===== src/rtl/bit_serializer.sv =====
// Parallel-to-serial stimulus stage: shifts a WIDTH-bit pattern out one bit per
// DIV-cycle bit period, MSB- or LSB-first, framed by a ready/done handshake.
module bit_serializer #(
    parameter int WIDTH = 8,
    parameter int DIV   = 1
) (
    input  logic                     clk,
    input  logic                     reset,
    input  logic                     load,
    input  logic [WIDTH-1:0]         din,
    input  logic                     msb_first,
    output logic                     ready,
    output logic                     bit_out,
    output logic                     bit_valid,
    output logic [$clog2(WIDTH)-1:0] bit_idx,
    output logic                     done
);

    localparam int IW = $clog2(WIDTH);
    localparam int PW = (DIV > 1) ? $clog2(DIV) : 1;
    localparam logic [PW-1:0] PRE_MAX  = PW'(DIV - 1);
    localparam logic [IW-1:0] IDX_LAST = IW'(WIDTH - 1);

    typedef enum logic [1:0] {
        S_IDLE  = 2'd0,
        S_SHIFT = 2'd1,
        S_DONE  = 2'd2
    } state_t;

    // Bit that leaves the shift register first for the given direction.
    function automatic logic head_bit(input logic [WIDTH-1:0] v, input logic msb);
        logic b;
        if (msb) begin
            b = v[WIDTH-1];
        end else begin
            b = v[0];
        end
        return b;
    endfunction

    // Shift register after one bit has been consumed.
    function automatic logic [WIDTH-1:0] advance(input logic [WIDTH-1:0] v, input logic msb);
        logic [WIDTH-1:0] r;
        if (msb) begin
            r = {v[WIDTH-2:0], 1'b0};
        end else begin
            r = {1'b0, v[WIDTH-1:1]};
        end
        return r;
    endfunction

    state_t           r_state;
    logic [WIDTH-1:0] r_shift;
    logic             r_msb;
    logic [PW-1:0]    r_pre;
    logic [IW-1:0]    r_bit_idx;
    logic             r_ready;
    logic             r_bit_out;
    logic             r_bit_valid;
    logic             r_done;

    state_t           w_state_nxt;
    logic [WIDTH-1:0] w_shift_nxt;
    logic             w_msb_nxt;
    logic [PW-1:0]    w_pre_nxt;
    logic [IW-1:0]    w_idx_nxt;
    logic             w_ready_nxt;
    logic             w_bit_nxt;
    logic             w_valid_nxt;
    logic             w_done_nxt;
    logic [WIDTH-1:0] w_shift_adv;

    assign w_shift_adv = advance(r_shift, r_msb);

    // Next-state and next-output logic; outputs are computed one cycle ahead so they can be registered.
    always_comb begin
        w_state_nxt = r_state;
        w_shift_nxt = r_shift;
        w_msb_nxt   = r_msb;
        w_pre_nxt   = r_pre;
        w_idx_nxt   = {IW{1'b0}};
        w_ready_nxt = 1'b0;
        w_bit_nxt   = 1'b0;
        w_valid_nxt = 1'b0;
        w_done_nxt  = 1'b0;
        case (r_state)
            S_IDLE: begin
                if (load) begin
                    w_state_nxt = S_SHIFT;
                    w_shift_nxt = din;
                    w_msb_nxt   = msb_first;
                    w_pre_nxt   = {PW{1'b0}};
                    w_bit_nxt   = head_bit(din, msb_first);
                    w_valid_nxt = 1'b1;
                end else begin
                    w_ready_nxt = 1'b1;
                end
            end
            S_SHIFT: begin
                if (r_pre == PRE_MAX) begin
                    w_pre_nxt = {PW{1'b0}};
                    if (r_bit_idx == IDX_LAST) begin
                        w_state_nxt = S_DONE;
                        w_done_nxt  = 1'b1;
                    end else begin
                        w_shift_nxt = w_shift_adv;
                        w_idx_nxt   = r_bit_idx + IW'(1);
                        w_bit_nxt   = head_bit(w_shift_adv, r_msb);
                        w_valid_nxt = 1'b1;
                    end
                end else begin
                    // Hold the current bit for the rest of its prescaled period.
                    w_pre_nxt = r_pre + PW'(1);
                    w_idx_nxt = r_bit_idx;
                    w_bit_nxt = head_bit(r_shift, r_msb);
                end
            end
            S_DONE: begin
                w_state_nxt = S_IDLE;
                w_ready_nxt = 1'b1;
            end
            default: begin
                w_state_nxt = S_IDLE;
                w_ready_nxt = 1'b1;
            end
        endcase
    end

    // State, datapath and output registers with synchronous reset.
    always_ff @(posedge clk) begin
        if (reset) begin
            r_state     <= S_IDLE;
            r_shift     <= {WIDTH{1'b0}};
            r_msb       <= 1'b0;
            r_pre       <= {PW{1'b0}};
            r_bit_idx   <= {IW{1'b0}};
            r_ready     <= 1'b1;
            r_bit_out   <= 1'b0;
            r_bit_valid <= 1'b0;
            r_done      <= 1'b0;
        end else begin
            r_state     <= w_state_nxt;
            r_shift     <= w_shift_nxt;
            r_msb       <= w_msb_nxt;
            r_pre       <= w_pre_nxt;
            r_bit_idx   <= w_idx_nxt;
            r_ready     <= w_ready_nxt;
            r_bit_out   <= w_bit_nxt;
            r_bit_valid <= w_valid_nxt;
            r_done      <= w_done_nxt;
        end
    end

    assign ready     = r_ready;
    assign bit_out   = r_bit_out;
    assign bit_valid = r_bit_valid;
    assign bit_idx   = r_bit_idx;
    assign done      = r_done;

endmodule


===== config.mk =====
export PLATFORM = sky130hd
export DESIGN_NAME = bit_serializer
export DESIGN_NICKNAME = d
export VERILOG_FILES = /design/src/rtl/bit_serializer.sv
export SDC_FILE = /design/constraint.sdc
export NUM_CORES = 1
export LEC_CHECK = 0
export ABC_CLOCK_PERIOD_IN_PS = 1900
export CORE_MARGIN = 8
export CORE_UTILIZATION = 30
export CTS_CLUSTER_SIZE = 30
export DETAILED_ROUTE_END_ITERATION = 8
export MAX_ROUTING_LAYER = met4
export SYNTH_ARGS = -nofsm -noshare
export SYNTH_HDL_FRONTEND = slang
export SYNTH_SLANG_ARGS = --single-unit

===== constraint.sdc =====
create_clock -name clk -period 1.9 [get_ports clk]
set_clock_uncertainty 0.15 [all_clocks]
set_input_delay 0.285 -clock clk [delete_from_list [all_inputs] [get_ports clk]]
set_output_delay 0.285 -clock clk [all_outputs]
set_load 0.005 [all_outputs]

=== Word level (Yosys, flattened, before mapping) ===
Index checks and enable logic that the tools add are counted.

* $add $sub $neg: 2
* Muxes and demuxes: 27
* Eq/ne operators: 6
* Reduce and logical (&&, ||, !) cells: 8
* Bitwise gates (word level): 1

{| class="wikitable"
|+ Operators by type and width
! operator !! number
|-
| 8-bit 2-to-1 mux || 4
|-
| 8-bit one-hot mux with 2 select lines || 1
|-
| 1-bit 2-to-1 mux || 13
|-
| 2-bit != test (second input constant) || 4
|-
| 1-bit one-hot mux with 2 select lines || 4
|-
| 2-bit 2-to-1 mux || 3
|-
| 2-bit one-hot mux with 2 select lines || 1
|-
| 2-bit AND reduction || 2
|-
| 4-bit AND reduction || 1
|-
| 3-bit by 1-bit adder with 3-bit output (second input constant) || 1
|-
| 3-bit == test (second input constant) || 1
|-
| 3-bit 2-to-1 mux || 1
|-
| 3-bit AND reduction || 1
|-
| 3-bit OR reduction || 1
|-
| 2-bit by 1-bit == test with 1-bit output (second input constant) || 1
|-
| 2-bit logical NOT || 1
|-
| 2-bit nonzero test || 1
|-
| 2-bit OR reduction || 1
|-
| 1-bit adder (second input constant) || 1
|-
| 1-bit inverter || 1
|}

* Input bits: 12
* Register bits after elaboration: 19
* Logic and storage cells: 53
* Output and inout bits: 7

=== Depth between registers and ports, before layout ===
Gate-level depths: netlist of run 1.

* Depth in word-level cells: 5
* Depth in mapped cells: 6
* Mapped depth without buffers: 5

=== Least setup slack after synthesis of run 1 ===
OpenSTA, ideal clock, no wires.

* Path type: register to register
* Start: register r_bit_idx[0] (netlist: bit_idx[0])
* End: register r_shift[1]
* Setup time: 0.060 ns
* Period minus slack after synthesis: 1.763 ns
* Path buffers: 1
* Slack: 0.137 ns
* Required time: 1.690 ns
* Stages on the path, launching flop included: 7
* Arrival: 1.553 ns
* Path through: dfxtp_1 ha_1 ha_1 or4b_1 buf_2 nor2_1 a221o_1

* Word-level cells in the longest chain between the ends: 3

{| class="wikitable"
|+ Ends and longest elaborated chain
! element !! line !! source
|-
| start, declared || 56 || <nowiki>logic [IW-1:0] r_bit_idx;</nowiki>
|-
| start signal, assigned || 136 || <nowiki>r_bit_idx <= {IW{1'b0}};</nowiki>
|-
| start signal, assigned || 146 || <nowiki>r_bit_idx <= w_idx_nxt;</nowiki>
|-
| 3-bit == test || 102 || <nowiki>if (r_bit_idx == IDX_LAST) begin</nowiki>
|-
| 2-bit != test (no source line) || - ||
|-
| 4-bit AND reduction (no source line) || - ||
|-
| end signal, assigned || 133 || <nowiki>r_shift <= {WIDTH{1'b0}};</nowiki>
|-
| end signal, assigned || 143 || <nowiki>r_shift <= w_shift_nxt;</nowiki>
|-
| end, declared || 53 || <nowiki>logic [WIDTH-1:0] r_shift;</nowiki>
|}

Every way passes these cells.
A chain may end at the register's enable or synchronous reset.

=== Worst setup path after layout of run 1 ===
* Start: register r_bit_idx[0] (netlist: bit_idx[0])
* End: register r_bit_idx[1] (netlist: bit_idx[1])

* Word-level cells in the longest chain between the ends: 2
* Elaborated cells on any way between the ends: 3
* Those cells by class: 1 x add/sub; 1 x eq/ne; 1 x mux

{| class="wikitable"
|+ Ends and longest elaborated chain
! element !! line
|-
| 3-bit by 1-bit adder with 3-bit output / 3-bit == test (equally long branches) || 107, 102
|-
| 3-bit 2-to-1 mux * || 102
|}

Mark *: on every way between the ends. The rest lies on a longest branch, timed or not.

==> out/results.txt, run 1 <==
flip-flop and latch count after synthesis: 18
commonest cells in the netlist: sky130_fd_sc_hd__dfxtp_1 (18), sky130_fd_sc_hd__nor2_1 (10), sky130_fd_sc_hd__mux2i_1 (8)
overall die height: 67.2 um
gpl congestion: 0.777
slowest cell on the critical path: sky130_fd_sc_hd__or4b_4
worst hold path class: reg -> reg
portion of netlist area occupied by mux cells: 0.102
effective utilization at floorplan: 0.318
CTS H-tree depth: 1
max-capacitance violation count: 0
crit path capture: bit_idx[1]$_SDFF_PP0_
Crit Path Class: reg -> reg
overall global routing resource usage: 0.0944
CTS clk-pin slew, worst paths: 0.10 ns
TritonCTS clock tree: done
adder-cell share of the synthesized area: 0.0318
Fin. Hold Viols: 0
FF-to-FF path depth: 5
number of hold-repair buffers added at the cts stage: 0
pwr/cell area: 672 nW/um^2
iteration-0 DRC count of the detailed router: 5
fraction of post-synthesis cell area in the top cell type by area: 0.458
Worst VDD drop: 0.000490 V
Layout Area Growth over Synthesis: 33.5%
maximum single-stage delay on the critical path: 0.57 ns
site row count: 18
sequential element share of the synthesized area: 0.458
top-count cell post-synth: sky130_fd_sc_hd__dfxtp_1
main area contributors after synthesis: sky130_fd_sc_hd__dfxtp_1 (46%), sky130_fd_sc_hd__mux2i_1 (10%), sky130_fd_sc_hd__a221o_1 (7.6%)
result of the run: completed
clock network latency to the later pin of the worst-skew pair: 0.29 ns
Die Span X: 67.2 um
final cell count without fillers: 130
cell family contributing the most delay on the critical path: simple AND/OR/NAND/NOR gates
average via count per standard cell: 5.18
Syn. warnings: 0
number of pins exceeding their max-slew limit in the final report: 0
number of port buffers: 18
Post-synth EDFFs: 0
total half-perimeter wirelength after legalization and detailed placement: 1.35 mm
nature of the critical path endpoint: register
first-pass GRT wire length: 3.24 mm
commonest register cell after synthesis: sky130_fd_sc_hd__dfxtp_1
Sinks on Clock Net: 18
leakage power of the design: 0.387 nW
most heavily used metal layer in global routing: met2
post-CTS setup repair buffer count: 0
proportion of synthesized flip-flops having asynchronous set or reset: 0
antenna violations before repair: 0
number of top-level pins: 19
Stages on worst setup path: 5
dominant combinational cell family by area after synthesis: simple AND/OR/NAND/NOR gates
endpoint of the most critical register-to-register path: bit_idx[1]$_SDFF_PP0_
transition time at the pin with the least slew margin: 0.687 ns
diodes inserted: 0
pin count of the biggest net entering global routing: 12
Crit Reg-Reg Startpoint: bit_idx[0]$_SDFF_PP0_
clock root cell: sky130_fd_sc_hd__clkbuf_4
crit path DAT: 1.84 ns
clock buffers created by TritonCTS: 3
fraction of final layout cells sized beyond drive strength 1: 0.140
fin crit share: 0.926
startpoint types: register
post-synthesis instance area: 787 sq um
Longest Clk Path Bufs: 2
highest fanout seen on the critical path: 7
Global Route met1 Usage: 0.107
count of distinct cell types in the synthesized netlist: 27
Synth Area per Inst: 10.1 sq um
NumNets Final: 116
met3 track demand over resource: 0.0464
setup-violating endpoint count in the final report: 0
cells resized by post-CTS repair: 0
dominant cell type by area after synthesis: sky130_fd_sc_hd__dfxtp_1
flop-to-flop setup slack: 0.14 ns
final-layout worst hold slack: 0.308 ns
total detailed-routing wirelength: 1.79 mm
Post-route DRC: 0
most frequent CP cell: sky130_fd_sc_hd__ha_1
GR Util met2: 0.151
xor and xnor area share after synthesis: 0
clock period minus worst slack: 1.76 ns
number of vias in the routed layout: 674
buffer and inverter count on the worst path: 1
critical-path cell list: ha_1 > ha_1 > or4b_4 > buf_4 > nor2_1
Max Freq: 0.568 GHz
area inside the core boundary: 2480 sq um
post-synthesis net count: 92
simple-gate portion of the synthesized area: 0.202
DIE AREA: 4520 sq um
cell count after placement: 127
number of nets with antenna violations after routing: 0
Gate Count Post-Synth: 78
Crit. Startpoint: bit_idx[0]$_SDFF_PP0_
Compound-Gate Fraction of Synth Area: 0.165
worst-case headroom to the max-slew limit: 0.539
GR Overflow Total: 0
worst path required time: 1.98 ns
RSZ-0062 raised after global routing: false
Pre-Repair DR Iteration Count: 4
Wirelength per Cell: 13.8 um
via count of the first global-routing pass: 746
==> cell families after synthesis <==
group / after synthesis
flip-flops: 18
multiplexers: 8
buffers and inverters: 8
adder cells (fa/ha/maj): 2
AO/OA/AOI/OAI: 16
AND/OR/NAND/NOR: 26
==> stage by stage <==
stage                     worst slack, ns  utilization  TNS (ns)  area, sq um  total power [mW]
after floorplan                     0.137            -         0          787             0.476
after global placement            0.00692        0.414         0         1020             0.529
after detailed placement          -0.0395        0.414    -0.185         1020             0.530
after CTS                         0.00704        0.423         0         1050             0.718
after global routing               0.0294        0.424         0         1050             0.751
final                               0.140        0.424         0         1050             0.706
==> routing by layer <==
| metal | part of all wire | up-vias |
|---|---|---|
| met5 | 0 | - |
| met4 | 0 | 0 |
| met3 | 0.058 | 0 |
| met2 | 0.46 | 14 |
| met1 | 0.48 | 319 |
| li1 | - | 341 |
==> power by group <==
part	switching [mW]	internal, mW	total, mW
Clock	0.110	0.0737	0.184
Combinational	0.0390	0.0657	0.105
Sequential	0.0191	0.398	0.417
Total	0.169	0.538	0.706
==> layout make-up <==
type	count	area (sq um)
Fill cell	252	1430
Multi-Input combinational cell	52	398
Sequential cell	18	360
Timing Repair Buffer	23	218
Tap cell	30	37.5
Clock buffer	3	22.5
Inverter	4	15.0
==> state kept, by name, summed over array words and instances, names as in the netlist <==
register and count:
bit_out 1, bit_idx 3, done 1, r_state 2
r_msb 1, bit_valid 1, ready 1, r_shift 8
==> placed cells by master, fill, tap and decap left out, types with 3 or more instances in the layout <==
cell type / netlist / routed
sky130_fd_sc_hd__mux2i_1: 8 / 8
sky130_fd_sc_hd__dfxtp_1: 18 / 18
sky130_fd_sc_hd__nor2_1: 10 / 10
sky130_fd_sc_hd__inv_1: 4 / 4
sky130_fd_sc_hd__clkbuf_4: 0 / 3
sky130_fd_sc_hd__a221o_1: 6 / 6
sky130_fd_sc_hd__buf_4: 0 / 5
sky130_fd_sc_hd__clkdlybuf4s50_1: 0 / 18
sky130_fd_sc_hd__a21oi_1: 3 / 3
==> worst min path at each step <==
stage,end,from,slack [ns],cells after the start
3_5_place_dp,bit_idx[0]$_SDFF_PP0_,bit_idx[0]$_SDFF_PP0_,0.29,1
6_report,bit_idx[0]$_SDFF_PP0_,bit_idx[0]$_SDFF_PP0_,0.31,1
3_3_place_gp,bit_idx[0]$_SDFF_PP0_,bit_idx[0]$_SDFF_PP0_,0.29,1
4_1_cts,bit_idx[0]$_SDFF_PP0_,bit_idx[0]$_SDFF_PP0_,0.31,1
5_1_grt,bit_idx[0]$_SDFF_PP0_,bit_idx[0]$_SDFF_PP0_,0.36,1
2_1_floorplan,r_shift[1]$_SDFFE_PP0P_,din[1],0.27,1
Power figures use the tool's default switching activity.
==> run 2, diff against run 1 <==
ABC_CLOCK_PERIOD_IN_PS = not set   (was 1900)
==> results of run 2 <==
The final DEF is identical to that of run 1; final timing and power are the same.
==> run 3, diff against run 2 <==
PLACE_DENSITY = 0.5   (was not set)
==> out/results.txt, run 3 (same netlist as run 1, synthesis figures left out) <==
TritonCTS clock tree: done
iteration-0 DRC count of the detailed router: 35 (+30)
highest fanout seen on the critical path: 9 (+2)
number of port buffers: 18 (unchanged)
CTS clk-pin slew, worst paths: 0.09 ns (about the same)
startpoint types: register
Worst VDD drop: 0.000489 V (-0.21%)
number of vias in the routed layout: 647 (-4.0%)
fraction of final layout cells sized beyond drive strength 1: 0.131 (-0.00869)
number of top-level pins: 19 (unchanged)
CTS H-tree depth: 1 (unchanged)
cell depth of the worst min-delay path: 1 (unchanged)
Die Span X: 67.2 um (unchanged)
FILL cells: 257 (+2.0%)
first-pass GRT wire length: 2.84 mm (-12%)
endpoint of the most critical register-to-register path: r_shift[2]$_SDFFE_PP0P_
NumNets Final: 115 (-0.86%)
Net Sw Power: 164 uW (-2.7%)
area inside the core boundary: 2480 sq um (unchanged)
fin crit share: 0.929 (+0.00241)
register containing the most flip-flops in the final layout: r_shift
number of pins exceeding their max-slew limit in the final report: 0 (unchanged)
worst-case headroom to the max-slew limit: 0.517 (-0.0223)
end point of the most critical hold path: bit_idx[0]$_SDFF_PP0_
max FFs per register: 8 (unchanged)
GR Overflow Total: 0 (unchanged)
proportion of power drawn by flip-flops and latches: 0.597 (+0.006)
diodes inserted: 0 (unchanged)
switching part of the total: 0.234 (-0.00443)
cell count after placement: 126 (-0.79%)
Crit Reg-Reg Startpoint: bit_idx[0]$_SDFF_PP0_
slowest cell on the critical path: sky130_fd_sc_hd__or4b_4
Wirelength per Cell: 13.7 um (-0.52%)
worst path required time: 1.98 ns (about the same)
Layout Area Growth over Synthesis: 32.6%
final std cell area, no fill: 1040 sq um (-0.71%)
Longest Clk Path Bufs: 2 (unchanged)
transition time at the pin with the least slew margin: 0.720 ns (+0.0332 ns)
gpl congestion: 0.720 (-7.4%)
leakage power of the design: 0.384 nW (-1.0%)
setup-violating endpoint count in the final report: 0 (unchanged)
site row count: 18 (unchanged)
clock buffers created by TritonCTS: 3 (unchanged)
pwr/cell area: 671 nW/um^2 (-0.13%)
Gate power share: 0.147 (about the same)
number of hold-repair buffers added at the cts stage: 0 (unchanged)
clock root cell: sky130_fd_sc_hd__clkbuf_4
result of the run: completed
Pre-Repair DR Iteration Count: 4 (unchanged)
total detailed-routing wirelength: 1.77 mm (-1.3%)
Post-Place Cell Area: 1020 sq um (-0.73%)
commonest non-fill, non-tap cells in the layout: sky130_fd_sc_hd__dfxtp_1 (18), sky130_fd_sc_hd__clkdlybuf4s50_1 (18), sky130_fd_sc_hd__nor2_1 (10)
FF-to-FF path depth: 5 (unchanged)
Max Freq: 0.567 GHz (-0.26%)
effective utilization at floorplan: 0.318 (unchanged)
Sinks on Clock Net: 18 (unchanged)
antenna violations before repair: 0 (unchanged)
origin of the worst min-delay path: bit_idx[0]$_SDFF_PP0_
most frequent CP cell: sky130_fd_sc_hd__ha_1
critical-path cell list: ha_1 > ha_1 > or4b_4 > nor2_1 > a221o_1
DIE AREA: 4520 sq um (unchanged)
overall global routing resource usage: 0.0835 (-0.0109)
clock network latency to the later pin of the worst-skew pair: 0.28 ns (about the same)
max-capacitance violation count: 0 (unchanged)
overall die height: 67.2 um (unchanged)
final-layout worst hold slack: 0.310 ns (+0.00219 ns)
RSZ-0062 raised after global routing: false
nature of the critical path endpoint: register
crit path DAT: 1.85 ns (about the same)
Post-route DRC: 0 (unchanged)
worst hold path class: reg -> reg
pin count of the biggest net entering global routing: 12 (unchanged)
Fin. Hold Viols: 0 (unchanged)
clock period minus worst slack: 1.76 ns (+0.00459 ns)
average via count per standard cell: 5.02 (-3.3%)
Util after Layout: 0.421 (-0.00303)
Crit Path Class: reg -> reg
Cell Int Power: 536 uW (-0.27%)
number of nets with antenna violations after routing: 0 (unchanged)
final cell count without fillers: 129 (-0.77%)
total half-perimeter wirelength after legalization and detailed placement: 1.33 mm (-1.3%)
maximum single-stage delay on the critical path: 0.59 ns (+0.02 ns)
flop-to-flop setup slack: 0.14 ns (about the same)
via count of the first global-routing pass: 626 (-16%)
share of total power in the clock network: 0.256 (-0.005)
-- run 3: changes by cell type in the layout (fill, tap and decap cells not counted) --
| cell | delta |
|---|---|
| sky130_fd_sc_hd__buf_4 | -1 |
-- run 3: cell type report --
cell class              instances  area [sq um]  area share
multi-input cells              52           398       0.381
repair buffers                 22           210       0.201
inverters                       4          15.0      0.0144
well taps                      30          37.5      0.0360
flip-flops and latches         18           360       0.345
clock buffers                   3          22.5      0.0216
-- run 3: metal layers --
metal,routed length (um),global-route usage
met1,856,0.0972
met2,791,0.129
met3,109,0.0447
met5,0,-
met4,10,0.00783
-- run 3: metrics by stage --
| stage | setup TNS [ns] | total power [mW] | setup WS [ns] |
|---|---|---|---|
| 2_1_floorplan | 0 | 0.476 | 0.137 |
| 3_3_place_gp | -0.176 | 0.529 | -0.0451 |
| 3_5_place_dp | -0.366 | 0.529 | -0.0711 |
| 4_1_cts | 0 | 0.717 | 0.112 |
| 5_1_grt | 0 | 0.749 | 0.0428 |
| 6_report | 0 | 0.700 | 0.135 |
-- run 3: power by group through the flow --
stage / clock network, mW / logic (mW) / registers, mW
after floorplan: 0 / 0.0577 / 0.418
after global placement: 0 / 0.102 / 0.427
after detailed placement: 0 / 0.102 / 0.427
after CTS: 0.195 / 0.104 / 0.418
after global routing: 0.215 / 0.112 / 0.421
final: 0.180 / 0.103 / 0.418
-- run 3: worst max-delay path by stage --
stage / start / endpoint / slack, ns
6_report: bit_idx[0]$_SDFF_PP0_ / r_shift[2]$_SDFFE_PP0P_ / 0.14
3_5_place_dp: reset / r_shift[1]$_SDFFE_PP0P_ / -0.07
2_1_floorplan: bit_idx[0]$_SDFF_PP0_ / r_shift[1]$_SDFFE_PP0P_ / 0.14
3_3_place_gp: load / r_shift[1]$_SDFFE_PP0P_ / -0.05
4_1_cts: bit_idx[0]$_SDFF_PP0_ / r_shift[2]$_SDFFE_PP0P_ / 0.11
5_1_grt: bit_idx[0]$_SDFF_PP0_ / r_shift[2]$_SDFFE_PP0P_ / 0.04
-- run 3: worst max-delay path, delay by kind of cell, from the launching register on --
family,cells,cell delay [ns]
AO/OA/AOI/OAI,1,0.11
AND/OR/NAND/NOR,2,0.72
flip-flops,1,0.33
adder cells (fa/ha/maj),2,0.39
-- run 3: what timing repair did --
action / CTS / global route
buffers inserted: 0 / 0
gates resized for setup: 1 / 0
endpoints found under the setup margin: 6 / 0
